`config.mk`:
```
export PLATFORM = sky130hd
export DESIGN_NAME = sm_ptr_allocator
export DESIGN_NICKNAME = d
export VERILOG_FILES = /design/src/rtl/sm.sv /design/src/rtl/sm_ptr_allocator.sv
export SDC_FILE = /design/constraint.sdc
export NUM_CORES = 2
export LEC_CHECK = 0
export ABC_CLOCK_PERIOD_IN_PS = 10800
export CAP_MARGIN = 40
export CORE_UTILIZATION = 55
export DETAILED_ROUTE_END_ITERATION = 8
export PLACE_DENSITY = 0.71
export SYNTH_ARGS = -nofsm -noshare
export SYNTH_HDL_FRONTEND = slang
export SYNTH_SLANG_ARGS = --single-unit
```
`constraint.sdc`:
```
create_clock -name clk_i -period 10.8 [get_ports clk_i]
set_input_delay 2.16 -clock clk_i [delete_from_list [all_inputs] [get_ports clk_i]]
set_output_delay 2.16 -clock clk_i [all_outputs]
set_load 0.02 [all_outputs]
```
`src/rtl/sm.sv`:
```
// Shared-memory common types: slot pointer and allocator response.
// Latency: n/a (type definitions only).
// Backpressure: n/a.
package sm;

    localparam int SM_PTR_WIDTH = 8;

    typedef logic [SM_PTR_WIDTH-1:0] sm_ptr_t;

    typedef enum logic {
        WR_OK           = 1'b0,
        WR_ERR_NO_SPACE = 1'b1
    } sm_code_t;

    typedef struct packed {
        sm_code_t code;
        sm_ptr_t  ptr;
    } sm_res_t;

endpackage

```
`src/rtl/sm_ptr_allocator.sv`:
```
// Shared-memory slot allocator: round-robin grants of free-list pointers, single free/CLEAR port.
// Latency: response (res_valid_o/res_o) exactly 1 cycle after the grant; 1 response per cycle.
// Backpressure: req_ready_o is a one-hot grant (none during INIT); free_ready_o high in RUN.
//
// Ports:
//   clk_i, rst_n_i      clock, async active-low reset
//   init_done_o         free-list loaded with 0..DEPTH-1
//   req_valid_i/_ready  per-requester allocation handshake
//   res_valid_o, res_o  one-hot owner + {code, ptr} response
//   free_valid_i/ptr_i  pointer returned to the pool; free_ready_o accepts it
//   free_cnt_o          free pointers held, 0..DEPTH
//   dbl_free_err_o      sticky double-free flag (only with SM_DOUBLE_FREE_CHECK_EN)
// Optional feature macro: SM_DOUBLE_FREE_CHECK_EN (allocated bitmap + double-free drop).
module sm_ptr_allocator #(
    parameter int NUM_REQ   = 4,
    parameter int PTR_WIDTH = sm::SM_PTR_WIDTH
) (
    input  logic                 clk_i,
    input  logic                 rst_n_i,
    output logic                 init_done_o,
    input  logic [NUM_REQ-1:0]   req_valid_i,
    output logic [NUM_REQ-1:0]   req_ready_o,
    output logic [NUM_REQ-1:0]   res_valid_o,
    output sm::sm_res_t          res_o,
    input  logic                 free_valid_i,
    input  logic [PTR_WIDTH-1:0] free_ptr_i,
    output logic                 free_ready_o,
`ifdef SM_DOUBLE_FREE_CHECK_EN
    output logic                 dbl_free_err_o,
`endif
    output logic [PTR_WIDTH:0]   free_cnt_o
);

    localparam int DEPTH = 2 ** PTR_WIDTH;
    localparam int RR_W  = (NUM_REQ > 1) ? $clog2(NUM_REQ) : 1;
    localparam logic [PTR_WIDTH:0] FULL_CNT = {1'b1, {PTR_WIDTH{1'b0}}};
    localparam sm::sm_res_t RES_RST = '{code: sm::WR_OK, ptr: '0};

    typedef enum logic {
        ST_INIT = 1'b0,
        ST_RUN  = 1'b1
    } state_e;

    state_e               state_q, state_d;
    logic [PTR_WIDTH-1:0] init_cnt_q, init_cnt_d;
    logic [PTR_WIDTH-1:0] rd_ptr_q, rd_ptr_d;
    logic [PTR_WIDTH-1:0] wr_ptr_q, wr_ptr_d;
    logic [PTR_WIDTH:0]   free_cnt_q, free_cnt_d;
    logic [RR_W-1:0]      rr_q, rr_d;
    logic [NUM_REQ-1:0]   res_valid_q, res_valid_d;
    sm::sm_res_t          res_q, res_d;

    // Free-list storage; contents are only meaningful between rd and wr index.
    logic [PTR_WIDTH-1:0] mem_q [DEPTH];
    logic                 mem_we;
    logic [PTR_WIDTH-1:0] mem_wa;
    logic [PTR_WIDTH-1:0] mem_wd;

    logic                 grant_any;
    logic [RR_W-1:0]      grant_idx;
    logic [NUM_REQ-1:0]   grant;
    logic                 pop_en;
    logic                 push_en;
    logic [PTR_WIDTH-1:0] pop_dat;

    function automatic logic [RR_W-1:0] rr_idx(input logic [RR_W-1:0] base, input int k);
        int s;
        s = int'(base) + k;
        if (s >= NUM_REQ) s = s - NUM_REQ;
        return s[RR_W-1:0];
    endfunction

    // Round-robin search starting at rr_q; first asserted requester wins.
    always_comb begin
        grant_any = 1'b0;
        grant_idx = '0;
        if (state_q == ST_RUN) begin
            for (int k = 0; k < NUM_REQ; k++) begin
                if (!grant_any && req_valid_i[rr_idx(rr_q, k)]) begin
                    grant_any = 1'b1;
                    grant_idx = rr_idx(rr_q, k);
                end
            end
        end
    end

    always_comb begin
        grant = '0;
        if (grant_any) grant[grant_idx] = 1'b1;
    end

    assign pop_dat = mem_q[rd_ptr_q];
    assign pop_en  = grant_any && (free_cnt_q != '0);

`ifdef SM_DOUBLE_FREE_CHECK_EN
    logic [DEPTH-1:0] alloc_map_q, alloc_map_d;
    logic             dbl_free_err_q, dbl_free_err_d;
    logic             free_seen;

    // The free is judged against the bitmap as it stood before this cycle's pop.
    assign free_seen = (state_q == ST_RUN) && free_valid_i;
    assign push_en   = free_seen && (free_cnt_q != FULL_CNT) && alloc_map_q[free_ptr_i];

    always_comb begin
        alloc_map_d    = alloc_map_q;
        dbl_free_err_d = dbl_free_err_q | (free_seen && !alloc_map_q[free_ptr_i]);
        if (push_en) alloc_map_d[free_ptr_i] = 1'b0;
        if (pop_en)  alloc_map_d[pop_dat]    = 1'b1;
    end

    always_ff @(posedge clk_i or negedge rst_n_i) begin
        if (!rst_n_i) begin
            alloc_map_q    <= '0;
            dbl_free_err_q <= 1'b0;
        end else begin
            alloc_map_q    <= alloc_map_d;
            dbl_free_err_q <= dbl_free_err_d;
        end
    end

    assign dbl_free_err_o = dbl_free_err_q;
`else
    assign push_en = (state_q == ST_RUN) && free_valid_i && (free_cnt_q != FULL_CNT);
`endif

    always_comb begin
        state_d     = state_q;
        init_cnt_d  = init_cnt_q;
        rd_ptr_d    = rd_ptr_q;
        wr_ptr_d    = wr_ptr_q;
        free_cnt_d  = free_cnt_q;
        rr_d        = rr_q;
        res_d       = res_q;
        res_valid_d = grant;
        mem_we      = 1'b0;
        mem_wa      = wr_ptr_q;
        mem_wd      = free_ptr_i;
        case (state_q)
            ST_INIT: begin
                mem_we     = 1'b1;
                mem_wd     = init_cnt_q;
                wr_ptr_d   = wr_ptr_q + 1'b1;
                init_cnt_d = init_cnt_q + 1'b1;
                free_cnt_d = free_cnt_q + 1'b1;
                if (init_cnt_q == '1) state_d = ST_RUN;
            end
            ST_RUN: begin
                if (push_en) begin
                    mem_we   = 1'b1;
                    wr_ptr_d = wr_ptr_q + 1'b1;
                end
                if (pop_en) rd_ptr_d = rd_ptr_q + 1'b1;
                case ({push_en, pop_en})
                    2'b10:   free_cnt_d = free_cnt_q + 1'b1;
                    2'b01:   free_cnt_d = free_cnt_q - 1'b1;
                    default: free_cnt_d = free_cnt_q;
                endcase
                if (grant_any) begin
                    rr_d = (int'(grant_idx) == NUM_REQ - 1) ? '0 : grant_idx + 1'b1;
                    if (pop_en) begin
                        res_d.code = sm::WR_OK;
                        res_d.ptr  = sm::sm_ptr_t'(pop_dat);
                    end else begin
                        res_d.code = sm::WR_ERR_NO_SPACE;
                        res_d.ptr  = '0;
                    end
                end
            end
            default: state_d = ST_INIT;
        endcase
    end

    always_ff @(posedge clk_i or negedge rst_n_i) begin
        if (!rst_n_i) begin
            state_q     <= ST_INIT;
            init_cnt_q  <= '0;
            rd_ptr_q    <= '0;
            wr_ptr_q    <= '0;
            free_cnt_q  <= '0;
            rr_q        <= '0;
            res_valid_q <= '0;
            res_q       <= RES_RST;
        end else begin
            state_q     <= state_d;
            init_cnt_q  <= init_cnt_d;
            rd_ptr_q    <= rd_ptr_d;
            wr_ptr_q    <= wr_ptr_d;
            free_cnt_q  <= free_cnt_d;
            rr_q        <= rr_d;
            res_valid_q <= res_valid_d;
            res_q       <= res_d;
        end
    end

    always_ff @(posedge clk_i) begin
        if (mem_we) mem_q[mem_wa] <= mem_wd;
    end

    assign init_done_o  = (state_q == ST_RUN);
    assign free_ready_o = (state_q == ST_RUN);
    assign req_ready_o  = grant;
    assign res_valid_o  = res_valid_q;
    assign res_o        = res_q;
    assign free_cnt_o   = free_cnt_q;

endmodule

```
==> impl_metrics.csv <==
group,metric,value,unit
yosys,ys_types,74,
min_path,hold_path.class,"reg -> reg",
global_routing,antenna_found_initial,5,
route,drt-met1-wl,78.25,mm
clocking,cts.sinks,2097,
yosys,synth-async-reset-ratio,2.337,%
sta,setup_tns,0,ns
sta,period_share,64.47,%
yosys,synth.most_common_cell,"edfxtp_1",
route,dr.pass1.iters,6,
yosys,synth.area.top_cells,"edfxtp_1 75%, mux4_2 13%, mux2i_1 2.1%, dfrtp_1 1.5%, nor2_1 1.4%",
sta,setup_violations,0,
floorplanning,die_w,388.2,um
placed_design,dpl.hpwl,121.6,mm
route,wl_met3,23.31,mm
clocking,ctsHoldBuffers,0,
clocking,clock_path_buffers,3,
yosys,ys_ff_latch,2097,
clocking,post_cts_buffers,0,
setup_path,worstSetupStartpoint,"req_valid_i[1]",
setup_path,end_kind,"output port",
route,wl_per_cell,33.05,um
clocking,post_cts_resized,0,
placed_design,gp_congestion,0.9180,
yosys,synth_ff_type,"edfxtp_1",
floorplanning,dieArea,150700,um^2
pwr,ir_drop,0.1910,mV
yosys,syn_area_per_cell,20.74,um^2
floorplanning,die_h,388.2,um
floorplanning,initial_core_util,55.49,%
sta,clock_skew,0.03672,ns
setup_path,cp_max_fo,7,
global_routing,grt_first_pass_wirelength,293.7,mm
sta,slew_headroom,34.32,%
route,drt_iter0_drc,5705,
final_layout,finalNonFillerCells,6179,
final_layout,area_growth,11.48,%
final_layout,nets,4102,
route,wl,204.2,mm
route,wl_met2,95.26,mm
pwr,leakagePower,24.65,nW
floorplanning,ios,43,
yosys,synth_top_area_cell,"edfxtp_1",
yosys,synth_cells,3955,
setup_path,required,8.64,ns
sta,slew_viol_final,0,
setup_path,startpoint_type,"input port",
min_path,worstHoldStart,"init_cnt_q[2]",
placed_design,io_buffer_count,42,
yosys,synth_edf_count,2048,
sta,finalHoldViolations,0,
sta,grt_setup_unrepaired,"no",
global_routing,track_usage,27.35,%
pwr,cellPowerDensity,171.8,nW/um^2
global_routing,grt_max_degree,177,
clocking,cts_tree,"built",
setup_path,arrival,4.80,ns
yosys,synth-warning-count,0,
placed_design,place_inst,5800,
floorplanning,core,147800,um^2
sta,fin_crit,6.963,ns
clocking,cts_made_buffers,200,
yosys,ys_seq_area_share,76.46,%
sta,tightest_slew,0.9851,ns
clocking,path_clk_slew,0.06,ns
route,routed.top_layer,"met5",
sta,max_freq,0.1436,GHz
floorplanning,rows,141,
global_routing,grt_overflow,0,
route,drcViolationCount,0,
outcome,status,"finished clean",
route,vias,41310,
global_routing,grt_pass1_vias,40700,
route,ant_nets,0,
yosys,synth_top_area_share,74.96,%
clocking,cts_root_buf,"clkbuf_16",
final_layout,drive_gt1_share,21.76,%
setup_path,critical_path_class,"in -> out",
yosys,syn_nets,3982,
clocking,ctsHtreeMaxLevel,4,
run,drv_cap,0,
clocking,clk_latency,0.85,ns
yosys,syn_area,82040,um^2
setup_path,r2r-start,"rd_ptr_q[0]",
route,vias_per_cell,6.685,
yosys,ys_top_cells_by_count,"2048 x edfxtp_1, 462 x mux4_2, 306 x nor2_1",
## where the power goes
| part | switching, mW | internal, mW | total (mW) |
|---|---|---|---|
| Combinational | 0.00733 | 0.00530 | 0.0126 |
| Sequential | 0 | 8.79 | 8.79 |
| Clock | 3.00 | 3.91 | 6.91 |
| Total | 3.01 | 12.7 | 15.7 |
## worst max-delay path, stage by stage
cell,delay [ns]
clkdlybuf4s50_1,0.62
o41a_1,0.30
o21ai_0,0.13
a311oi_1,0.54
inv_1,0.14
ha_1,0.23
and2_1,0.14
clkdlybuf4s50_1,0.54
## metal layers
layer,vias up,GRT usage [%]
met1,21720,39.10
met3,386,7.056
met5,-,0
met4,4,9.838
met2,2500,41.20
li1,16700,-
## per-stage QoR
| stage | util [%] | total power [mW] | instance area, um^2 | hold slack (ns) | setup WS, ns |
|---|---|---|---|---|---|
| detailed placement | 57.47 | 8.976 | 84960 | 0.4850 | 3.905 |
| floorplan | - | 8.964 | 82040 | 0.4512 | 4.951 |
| CTS | 61.83 | 15.77 | 91410 | 0.4919 | 3.876 |
| global placement | 57.13 | 8.975 | 84460 | 0.4861 | 3.916 |
| finish | 61.86 | 15.71 | 91460 | 0.4940 | 3.837 |
| global route | 61.86 | 16.06 | 91450 | 0.5137 | 3.663 |
## final cells by class
type / instances / area [um^2]
tap: 1930 / 2415
inverter: 14 / 52.55
fill: 9957 / 56380
clock buffer: 253 / 5256
clock inverter: 120 / 1196
timing repair buffer: 154 / 1602
antenna: 3 / 7.507
sequential: 2097 / 62740
multi-input combinational: 1608 / 18180
## cell families after synthesis
kind of cell,count (synthesis),share of synthesized area [%]
fa+ha+maj,12,0.1830
mux,671,15.40
simple gates,561,3.068
compound gates,337,2.953
buf+inv,250,1.649
flops,2097,76.46
xor+xnor,27,0.2882
## final timing paths
| check | cells after the start | endpoint | slack, ns |
|---|---|---|---|
| hold reg to reg | 1 | init_cnt_q[2] | 0.49 |
| max in group asynchronous | 2 | rd_ptr_q[1] | 8.63 |
| hold / removal | 1 | init_cnt_q[2] | 0.49 |
| setup / recovery | 8 | req_ready_o[2] | 3.84 |
| min in group asynchronous | 1 | init_cnt_q[0] | 1.28 |
| setup reg to reg | 8 | res_o[3] | 5.91 |
## registers in the layout, summed over array words and instances (netlist names)
register,cells
mem_wa,8
mem_q,2048
rr_q,2
free_ready_o,1
rd_ptr_q,8
init_cnt_q,8
res_o,9
res_valid_o,4
free_cnt_o,9
## placed cells by master, fill, tap and decap left out, types with 9 or more instances in the layout
cell and instances:
mux2i_1 169, inv_1 12, a22oi_1 67, clkinv_1 45
nor2b_1 14, bufinv_16 19, o21ai_0 42, clkinv_2 31
edfxtp_1 2048, o221ai_1 14, clkdlybuf4s50_1 41, nand3_1 42
mux2_2 27, xor2_1 10, o22ai_1 29, dfrtp_1 43
nand2b_1 9, a22o_1 19, buf_16 11, nand3_2 12
a21oi_1 45, and2_1 10, a211oi_1 16, a221oi_1 36
nor3_1 14, mux4_2 462, nand2_1 87, o211ai_1 10
buf_4 77, clkbuf_16 202, xnor2_1 17, and3_1 9
ha_1 12, nand4_1 15, clkbuf_1 50, nor2_1 304
(Power assumes the default switching activity.)
